### src/rtl/trace_capture_buffer_if.sv
`default_nettype none
// ============================================================================
//  Module      : trace_capture_buffer_if
//  Description : Capture-side controls, event input and drain stream of the
//                trace capture buffer. The master modport is the producer /
//                consumer environment; the slave modport is the buffer.
//  Revision    : 1.0 - initial release
// ============================================================================
interface trace_capture_buffer_if #(
    parameter int DATA_W = 8,
    parameter int NCH    = 2,
    parameter int TS_W   = 32,
    parameter int DEPTH  = 16,
    parameter int CNT_W  = 16
);
    logic                      io_en;
    logic                      io_mode;
    logic                      io_in_valid;
    logic [NCH*DATA_W-1:0]     io_in_data;
    logic                      io_out_valid;
    logic                      io_out_ready;
    logic [TS_W-1:0]           io_out_ts;
    logic [NCH*DATA_W-1:0]     io_out_data;
    logic                      io_out_lost;
    logic [$clog2(DEPTH):0]    io_count;
    logic [CNT_W-1:0]          io_drop_count;

    modport master (
        output io_en, io_mode, io_in_valid, io_in_data, io_out_ready,
        input  io_out_valid, io_out_ts, io_out_data, io_out_lost,
               io_count, io_drop_count
    );

    modport slave (
        input  io_en, io_mode, io_in_valid, io_in_data, io_out_ready,
        output io_out_valid, io_out_ts, io_out_data, io_out_lost,
               io_count, io_drop_count
    );
endinterface
`default_nettype wire

### src/rtl/trace_capture_buffer.sv
`default_nettype none
// ============================================================================
//  Module      : trace_capture_buffer
//  Description : Samples NCH debug channels, stamps each captured event with
//                a free-running cycle counter and queues {lost, ts, data} in
//                a DEPTH-entry FIFO drained by a ready/valid stream. Supports
//                change-only capture, saturating drop counting and a lost
//                marker on the first entry accepted after drops.
//  Revision    : 1.0 - initial release
// ============================================================================
module trace_capture_buffer #(
    parameter int DATA_W = 8,
    parameter int NCH    = 2,
    parameter int TS_W   = 32,
    parameter int DEPTH  = 16,
    parameter int CNT_W  = 16
) (
    input  logic                   clk,
    input  logic                   reset,
    trace_capture_buffer_if.slave  bus
);
    localparam int              W          = NCH * DATA_W;
    localparam int              PTR_W      = $clog2(DEPTH);
    localparam int              CW         = PTR_W + 1;
    localparam logic [CW-1:0]   FULL_COUNT = CW'(DEPTH);

    // Free-running timestamp counter
    logic [TS_W-1:0]   r_tsc;

    // FIFO storage; entries are not reset, occupancy decides validity
    logic [TS_W-1:0]   r_mem_ts   [DEPTH];
    logic [W-1:0]      r_mem_data [DEPTH];
    logic              r_mem_lost [DEPTH];

    logic [PTR_W-1:0]  r_wr_ptr;
    logic [PTR_W-1:0]  r_rd_ptr;
    logic [CW-1:0]     r_count;
    logic [CNT_W-1:0]  r_drop_count;
    logic              r_lost_pending;
    logic [W-1:0]      r_last_data;
    logic              r_last_vld;

    logic              w_full;
    logic              w_pop;
    logic              w_cand;
    logic              w_push;
    logic              w_drop;

    // Event qualification and FIFO handshake decisions for this cycle
    always_comb begin
        w_full = (r_count == FULL_COUNT);
        w_pop  = (r_count != '0) && bus.io_out_ready;
        w_cand = bus.io_en && bus.io_in_valid &&
                 (!bus.io_mode || !r_last_vld || (bus.io_in_data != r_last_data));
        // A full FIFO still accepts when the head leaves at the same edge
        w_push = w_cand && (!w_full || w_pop);
        w_drop = w_cand && !w_push;
    end

    // Timestamp counter, wraps silently
    always_ff @(posedge clk) begin
        if (reset) begin
            r_tsc <= '0;
        end else begin
            r_tsc <= r_tsc + 1'b1;
        end
    end

    // Entry write into the FIFO storage
    always_ff @(posedge clk) begin
        if (w_push) begin
            r_mem_ts[r_wr_ptr]   <= r_tsc;
            r_mem_data[r_wr_ptr] <= bus.io_in_data;
            r_mem_lost[r_wr_ptr] <= r_lost_pending;
        end
    end

    // Pointers and occupancy
    always_ff @(posedge clk) begin
        if (reset) begin
            r_wr_ptr <= '0;
            r_rd_ptr <= '0;
            r_count  <= '0;
        end else begin
            if (w_push) begin
                r_wr_ptr <= r_wr_ptr + 1'b1;
            end
            if (w_pop) begin
                r_rd_ptr <= r_rd_ptr + 1'b1;
            end
            case ({w_push, w_pop})
                2'b10:   r_count <= r_count + 1'b1;
                2'b01:   r_count <= r_count - 1'b1;
                default: r_count <= r_count;
            endcase
        end
    end

    // Drop accounting, lost marker and change-detection reference
    always_ff @(posedge clk) begin
        if (reset) begin
            r_drop_count   <= '0;
            r_lost_pending <= 1'b0;
            r_last_data    <= '0;
            r_last_vld     <= 1'b0;
        end else if (w_push) begin
            r_lost_pending <= 1'b0;
            r_last_data    <= bus.io_in_data;
            r_last_vld     <= 1'b1;
        end else if (w_drop) begin
            // Dropped values do not update the reference, so a repeat of a
            // dropped value remains a candidate in change-only mode
            r_lost_pending <= 1'b1;
            if (r_drop_count != {CNT_W{1'b1}}) begin
                r_drop_count <= r_drop_count + 1'b1;
            end
        end
    end

    assign bus.io_out_valid  = (r_count != '0);
    assign bus.io_out_ts     = r_mem_ts[r_rd_ptr];
    assign bus.io_out_data   = r_mem_data[r_rd_ptr];
    assign bus.io_out_lost   = r_mem_lost[r_rd_ptr];
    assign bus.io_count      = r_count;
    assign bus.io_drop_count = r_drop_count;

endmodule
`default_nettype wire

### src/flat_wrapper.sv
// flat-port wrapper written by rule: the top's interface ports become plain ports
module trace_capture_buffer_flat 
#(
    parameter int DATA_W = 8,
    parameter int NCH    = 2,
    parameter int TS_W   = 32,
    parameter int DEPTH  = 16,
    parameter int CNT_W  = 16
)
  (clk, reset, bus_io_en, bus_io_mode, bus_io_in_valid, bus_io_in_data, bus_io_out_ready, bus_io_out_valid, bus_io_out_ts, bus_io_out_data, bus_io_out_lost, bus_io_count, bus_io_drop_count);
  trace_capture_buffer_if #(.DATA_W(DATA_W), .NCH(NCH), .TS_W(TS_W), .DEPTH(DEPTH), .CNT_W(CNT_W)) bus_i ();
  input  logic clk;
  input  logic reset;
  input wire logic [$bits(bus_i.io_en)-1:0] bus_io_en;
  input wire logic [$bits(bus_i.io_mode)-1:0] bus_io_mode;
  input wire logic [$bits(bus_i.io_in_valid)-1:0] bus_io_in_valid;
  input wire logic [$bits(bus_i.io_in_data)-1:0] bus_io_in_data;
  input wire logic [$bits(bus_i.io_out_ready)-1:0] bus_io_out_ready;
  output wire logic [$bits(bus_i.io_out_valid)-1:0] bus_io_out_valid;
  output wire logic [$bits(bus_i.io_out_ts)-1:0] bus_io_out_ts;
  output wire logic [$bits(bus_i.io_out_data)-1:0] bus_io_out_data;
  output wire logic [$bits(bus_i.io_out_lost)-1:0] bus_io_out_lost;
  output wire logic [$bits(bus_i.io_count)-1:0] bus_io_count;
  output wire logic [$bits(bus_i.io_drop_count)-1:0] bus_io_drop_count;
  assign bus_i.io_en = bus_io_en;
  assign bus_i.io_mode = bus_io_mode;
  assign bus_i.io_in_valid = bus_io_in_valid;
  assign bus_i.io_in_data = bus_io_in_data;
  assign bus_i.io_out_ready = bus_io_out_ready;
  assign bus_io_out_valid = bus_i.io_out_valid;
  assign bus_io_out_ts = bus_i.io_out_ts;
  assign bus_io_out_data = bus_i.io_out_data;
  assign bus_io_out_lost = bus_i.io_out_lost;
  assign bus_io_count = bus_i.io_count;
  assign bus_io_drop_count = bus_i.io_drop_count;
  trace_capture_buffer #(.DATA_W(DATA_W), .NCH(NCH), .TS_W(TS_W), .DEPTH(DEPTH), .CNT_W(CNT_W)) u_core (.clk(clk), .reset(reset), .bus(bus_i));
endmodule
### config.mk
export PLATFORM = sky130hd
export DESIGN_NAME = trace_capture_buffer_flat
export DESIGN_NICKNAME = d
export VERILOG_FILES = /design/src/rtl/trace_capture_buffer_if.sv /design/src/rtl/trace_capture_buffer.sv /design/src/flat_wrapper.sv
export SDC_FILE = /design/constraint.sdc
export NUM_CORES = 1
export LEC_CHECK = 0
export ABC_CLOCK_PERIOD_IN_PS = 3410
export BUFFER_PORTS_ARGS = -buffer_cell sky130_fd_sc_hd__buf_2
export CORE_AREA = 5 5 270 272
export CTS_CLUSTER_DIAMETER = 30
export DETAILED_ROUTE_END_ITERATION = 12
export DIE_AREA = 0 0 275 277
export PLACE_DENSITY = 0.66
export SKIP_LAST_GASP = 1
export SLEW_MARGIN = 20
export SYNTH_ARGS = -nofsm -noshare
export SYNTH_HDL_FRONTEND = slang
export SYNTH_SLANG_ARGS = --single-unit
### constraint.sdc
create_clock -name clk -period 3.41 [get_ports clk]
set_clock_uncertainty 0.2 [all_clocks]
set_input_delay 0.1705 -clock clk [delete_from_list [all_inputs] [get_ports clk]]
set_output_delay 0.1705 -clock clk [all_outputs]
set_load 0.02 [all_outputs]
# ---- Yosys cells after proc, flatten, opt, wreduce, memory -nomap -nowiden
# Memories as Yosys holds them, arrays and structs flattened. A register that Yosys moved wholly into a read port is not among the register bits.
# Index checks and enable logic that the tools add are counted.
dict set report word_totals {
  inputBits 22
  ramBits 784
  reg_bits 79
  mem_count 3
  elab_cells 48
  out_inout_bits 71
}
# name words word_bits read_ports rd_ports_with_merged_regs wr line_no
set mem_list {}
lappend mem_list {u_core.r_mem_ts 16 32 1 1 1 trace_capture_buffer.sv:31} ;# logic [TS_W-1:0] r_mem_ts [DEPTH];
lappend mem_list {u_core.r_mem_data 16 16 1 1 1 trace_capture_buffer.sv:32} ;# logic [W-1:0] r_mem_data [DEPTH];
lappend mem_list {u_core.r_mem_lost 16 1 1 1 1 trace_capture_buffer.sv:33} ;# logic r_mem_lost [DEPTH];
dict set report classes {
  mux 9
  n_reduce_logical 16
  n_bitwise 1
  n_eq_ne 5
  n_addsub 6
}
# operator count
set op_table {}
lappend op_table {{$add 32x1->32 const B} 1}
lappend op_table {{$mux 4} 6}
lappend op_table {{$add 16x1->16 const B} 1}
lappend op_table {{$ne 16x16->1} 1}
lappend op_table {{$ne 16x16->1 const B} 1}
lappend op_table {{$pmux 5 s2} 1}
lappend op_table {{$add 4x1->4 const B} 2}
lappend op_table {{$add 5x1->5 const B} 1}
lappend op_table {{$eq 5x5->1 const B} 1}
lappend op_table {{$logic_and 1x1->1} 5}
lappend op_table {{$reduce_bool 5->1} 1}
lappend op_table {{$sub 5x1->5 const B} 1}
lappend op_table {{$logic_not 1->1} 4}
lappend op_table {{$logic_or 1x1->1} 3}
lappend op_table {{$reduce_and 3->1} 1}
lappend op_table {{$eq 2x1->1 const B} 1}
lappend op_table {{$eq 2x2->1 const B} 1}
lappend op_table {{$mux 1} 2}
lappend op_table {{$reduce_bool 2->1} 1}
lappend op_table {{$reduce_or 2->1} 1}
lappend op_table {{$not 1->1} 1}

# ---- Longest topological paths before layout
dict set report depth {
  ltp_word 8
  depth_mapped 11
  depth_no_buf 11
}

# ---- Least setup slack after synthesis
# Ideal clock, no wire load.
dict set report synth_path {
  kind {flip-flop to flip-flop}
  from {register u_core.r_last_data[9]}
  to {memory u_core.r_mem_data[4][0] (netlist name), enable pin}
  path_stages_with_launch 7
  n_path_buf 1
  arrival_time_ns 2.877
  synth_period_minus_slack_ns 3.489
  required_ns 2.798
  slack_ns -0.079
  cell_sequence {dfxtp_1 > xnor2_1 > and3_1 > and2_2 > a211oi_1 > clkbuf_1 > and4b_1}
}
dict set report synth_between {
  elab_chain_cells 6
}
# element line_no
set synth_rtl {}
lappend synth_rtl {{start, declared} trace_capture_buffer.sv:40} ;# logic [W-1:0] r_last_data;
lappend synth_rtl {{start signal, assigned} trace_capture_buffer.sv:108} ;# r_last_data <= bus.io_in_data;
lappend synth_rtl {{$ne 16x16->1} trace_capture_buffer.sv:54} ;# (!bus.io_mode || !r_last_vld || (bus.io_in_data != r_last_data));
lappend synth_rtl {{$logic_or 1x1->1} trace_capture_buffer.sv:54}
lappend synth_rtl {{$logic_and 1x1->1} trace_capture_buffer.sv:53} ;# w_cand = bus.io_en && bus.io_in_valid &&
lappend synth_rtl {{$logic_and 1x1->1} trace_capture_buffer.sv:56} ;# w_push = w_cand && (!w_full || w_pop);
lappend synth_rtl {{$mux 1} trace_capture_buffer.sv:71} ;# if (w_push) begin
lappend synth_rtl {{$mux 1 (implied by the code)} trace_capture_buffer.sv:73} ;# r_mem_data[r_wr_ptr] <= bus.io_in_data;
lappend synth_rtl {{end, declared} trace_capture_buffer.sv:32}
# Every way passes these cells.

==> impl_metrics.yaml <==
run_status:
  status: "finished, final reports clean"
die:
  fp.dieW_um: 275
  die_y_um: 277
  core_area_mm2: 0.0705
  row_count: 98
  num_io_pins: 93
  dieArea_mm2: 0.0762
  initial_core_util_pct: 47.2
placed_design:
  numPortBuffers: 92
  hpwl_um: 41000
  gp_congestion: 0.812
  dpl_worst_slack_ps: -85.4
job:
  max_cap_violations: 0
synthesis:
  synth_fp_nets: 1560
  ys_ff_latch: 867
  synth.avg_cell_area_um2: 21.8
  yosysTopAreaCell: "edfxtp_1"
  yosysUniqueCellTypes: 48
  yosysWarningCount: 0
  syn_area_mm2: 0.0333
  synth_top_area_share_pct: 70.7
  ys_top_cells_by_area: "edfxtp_1 (71%), mux4_2 (17%), dfxtp_1 (5.0%), xor2_1 (0.95%), nor2_1 (0.69%)"
  async_flop_share_pct: 0
  synth-edff-count: 784
  netlist_instances: 1527
  ys_seq_area_share_pct: 75.7
  synthFlopType: "edfxtp_1"
sta:
  rsz0062_at_grt: "no"
  fmax_mhz: 303
  worst_pin_slew_ps: 741
  tns_ps: 0
  hold_ws_ps: 79.0
  min_period_over_period_pct: 96.8
  slew_viol_final: 0
  slew-limit-headroom_pct: 50.6
  period_needed_ps: 3300
  final-setup-viol-count: 0
  finalHoldViolCount: 0
  finalWorstSetupSlack_ps: 109
clocking:
  clock_latency_ps: 730
  htree_num_levels: 4
  cts-buffers-inserted: 145
  cts_buffer_depth: 3
  cts_tree: "yes"
  path_clk_slew_ps: 60
  clock-sinks: 867
  cts-root-buf: "clkbuf_16"
cells_and_area:
  final_core_util_pct: 58.4
  drive_gt1_share_pct: 36.7
  area_growth_pct: 23.7
  mostFrequentLayoutCell: "edfxtp_1"
  mostFrequentLayoutCells: "edfxtp_1 (784), mux4_2 (245), clkbuf_16 (145)"
  diodes: 0
  fillCellCount: 4935
  num-nets-final: 1837
grt:
  met1_usage_pct: 26.7
  grt_first_pass_wirelength_um: 111000
  grt_pass1_vias: 17491
  antenna_found_initial: 2
  grt_use_total_pct: 19.7
  top_usage_layer: "met2"
  met2_usage_pct: 32.5
  grt_max_degree: 64
  gr-total-overflow: 0
  met3_usage_pct: 4.11
drt:
  drt-initial-drc-count: 1283
  wl_per_cell_um: 25.5
  routed_via_density: 5.68
  dr.pass1.iters: 6
  via_count: 16325
  ant_nets: 0
  wirelength_um: 73300
  drc: 0
worst_setup_path:
  cp.arrival_ps: 2930
  cp.required_ps: 3040
  worstSetupPathType: "flop to output pin"
  startpoint_type: "flop"
  cp-end-kind: "output pin"
  crit_fanout: 26
hold_path:
  min_path_type: "input port to flop"
power:
  leakage_nw: 13.4
  ir_drop_mv: 0.533
  power_w: 0.0314
  power_per_cell_area_mw_per_mm2: 763
==> where the power goes <==
part / switching (W) / leakage (nW) / internal (W)
Sequential: 0.000142 / 7.86 / 0.0117
Combinational: 0.00240 / 3.16 / 0.00253
Clock: 0.00530 / 2.42 / 0.00937
Total: 0.00784 / 13.4 / 0.0236
==> worst max-delay path, stage by stage, from the launching register on <==
cell and delay [ps]:
dfxtp_4 680, buf_4 420, mux4_2 360, mux4_2 530
buf_2 190
==> timing repair <==
item,CTS,global route
hold buffers,22,0
setup endpoints to repair,27,1
resized for setup,3,1
endpoints found under the hold margin,314,0
setup buffers,3,0
==> routing by layer <==
| layer | part of all wire, % | vias up |
|---|---|---|
| li1 | - | 7032 |
| met1 | 41 | 8650 |
| met2 | 51 | 528 |
| met3 | 6.0 | 113 |
| met4 | 1.8 | 2 |
| met5 | 0.018 | - |
==> sequential cells by signal, indices dropped and copies added, names as in the netlist, named ones only <==
| signal | cells |
|---|---|
| u_core.r_mem_data | 256 |
| u_core.r_last_vld | 1 |
| u_core.bus.io_count | 5 |
| u_core.r_rd_ptr | 4 |
| u_core.r_mem_ts | 512 |
| u_core.r_mem_lost | 16 |
| u_core.r_last_data | 16 |
| u_core.r_wr_ptr | 4 |
| u_core.r_tsc | 32 |
| u_core.bus.io_drop_count | 16 |
| u_core.r_lost_pending | 1 |
==> synthesized netlist by cell type (9+ instances only) <==
master	count
edfxtp_1	784
mux4_2	245
dfxtp_1	83
nor2_1	61
clkbuf_1	48
xor2_1	36
a21oi_1	25
nand2_1	24
mux2i_1	20
buf_2	19
nand3_1	19
and3_1	16
and4_1	11
nand4_1	11
o21ai_0	11
o31ai_1	11
or4_1	11
ha_1	10
xnor2_1	10
or3_1	9
==> cell type report <==
class | count | area, µm² | area share (%)
clock inverters | 103 | 1310 | 3.17
multi-input cells | 582 | 7840 | 19.0
inverters | 4 | 15.0 | 0.0365
clock buffers | 163 | 3750 | 9.10
well taps | 950 | 1190 | 2.89
flip-flops and latches | 867 | 25200 | 61.2
repair buffers | 204 | 1870 | 4.53
==> path summary, 6_finish.rpt <==
kind                                            endpoint  slack [ps]  cells past startpoint                   start
worst max-delay path                 bus_io_out_data[12]         110                      4                    flop
worst min-delay path            u_core.r_mem_data[10][7]          80                      2       bus_io_in_data[7]
worst max register to register    u_core.bus.io_count[4]         140                     10  u_core.bus.io_count[1]
worst min register to register         u_core.r_last_vld         280                      2       u_core.r_last_vld
==> logic make-up after synthesis <==
| family | Yosys count | share of synthesized area (%) |
|---|---|---|
| multiplexers | 269 | 17.3 |
| AO/OA/AOI/OAI | 57 | 1.08 |
| XOR/XNOR | 46 | 1.21 |
| flip-flops | 867 | 75.7 |
| AND/OR/NAND/NOR | 199 | 3.27 |
| adder cells (fa/ha/maj) | 11 | 0.436 |
| buffers and inverters | 78 | 0.974 |
==> stage by stage <==
step | cells | instance area [µm²]
3_5_place_dp | 2582 | 35800
2_1_floorplan | 1527 | 33300
3_3_place_gp | 2582 | 35800
6_report | 2873 | 41200
5_1_grt | 2873 | 41200
4_1_cts | 2873 | 41200
(Power assumes the default switching activity.)
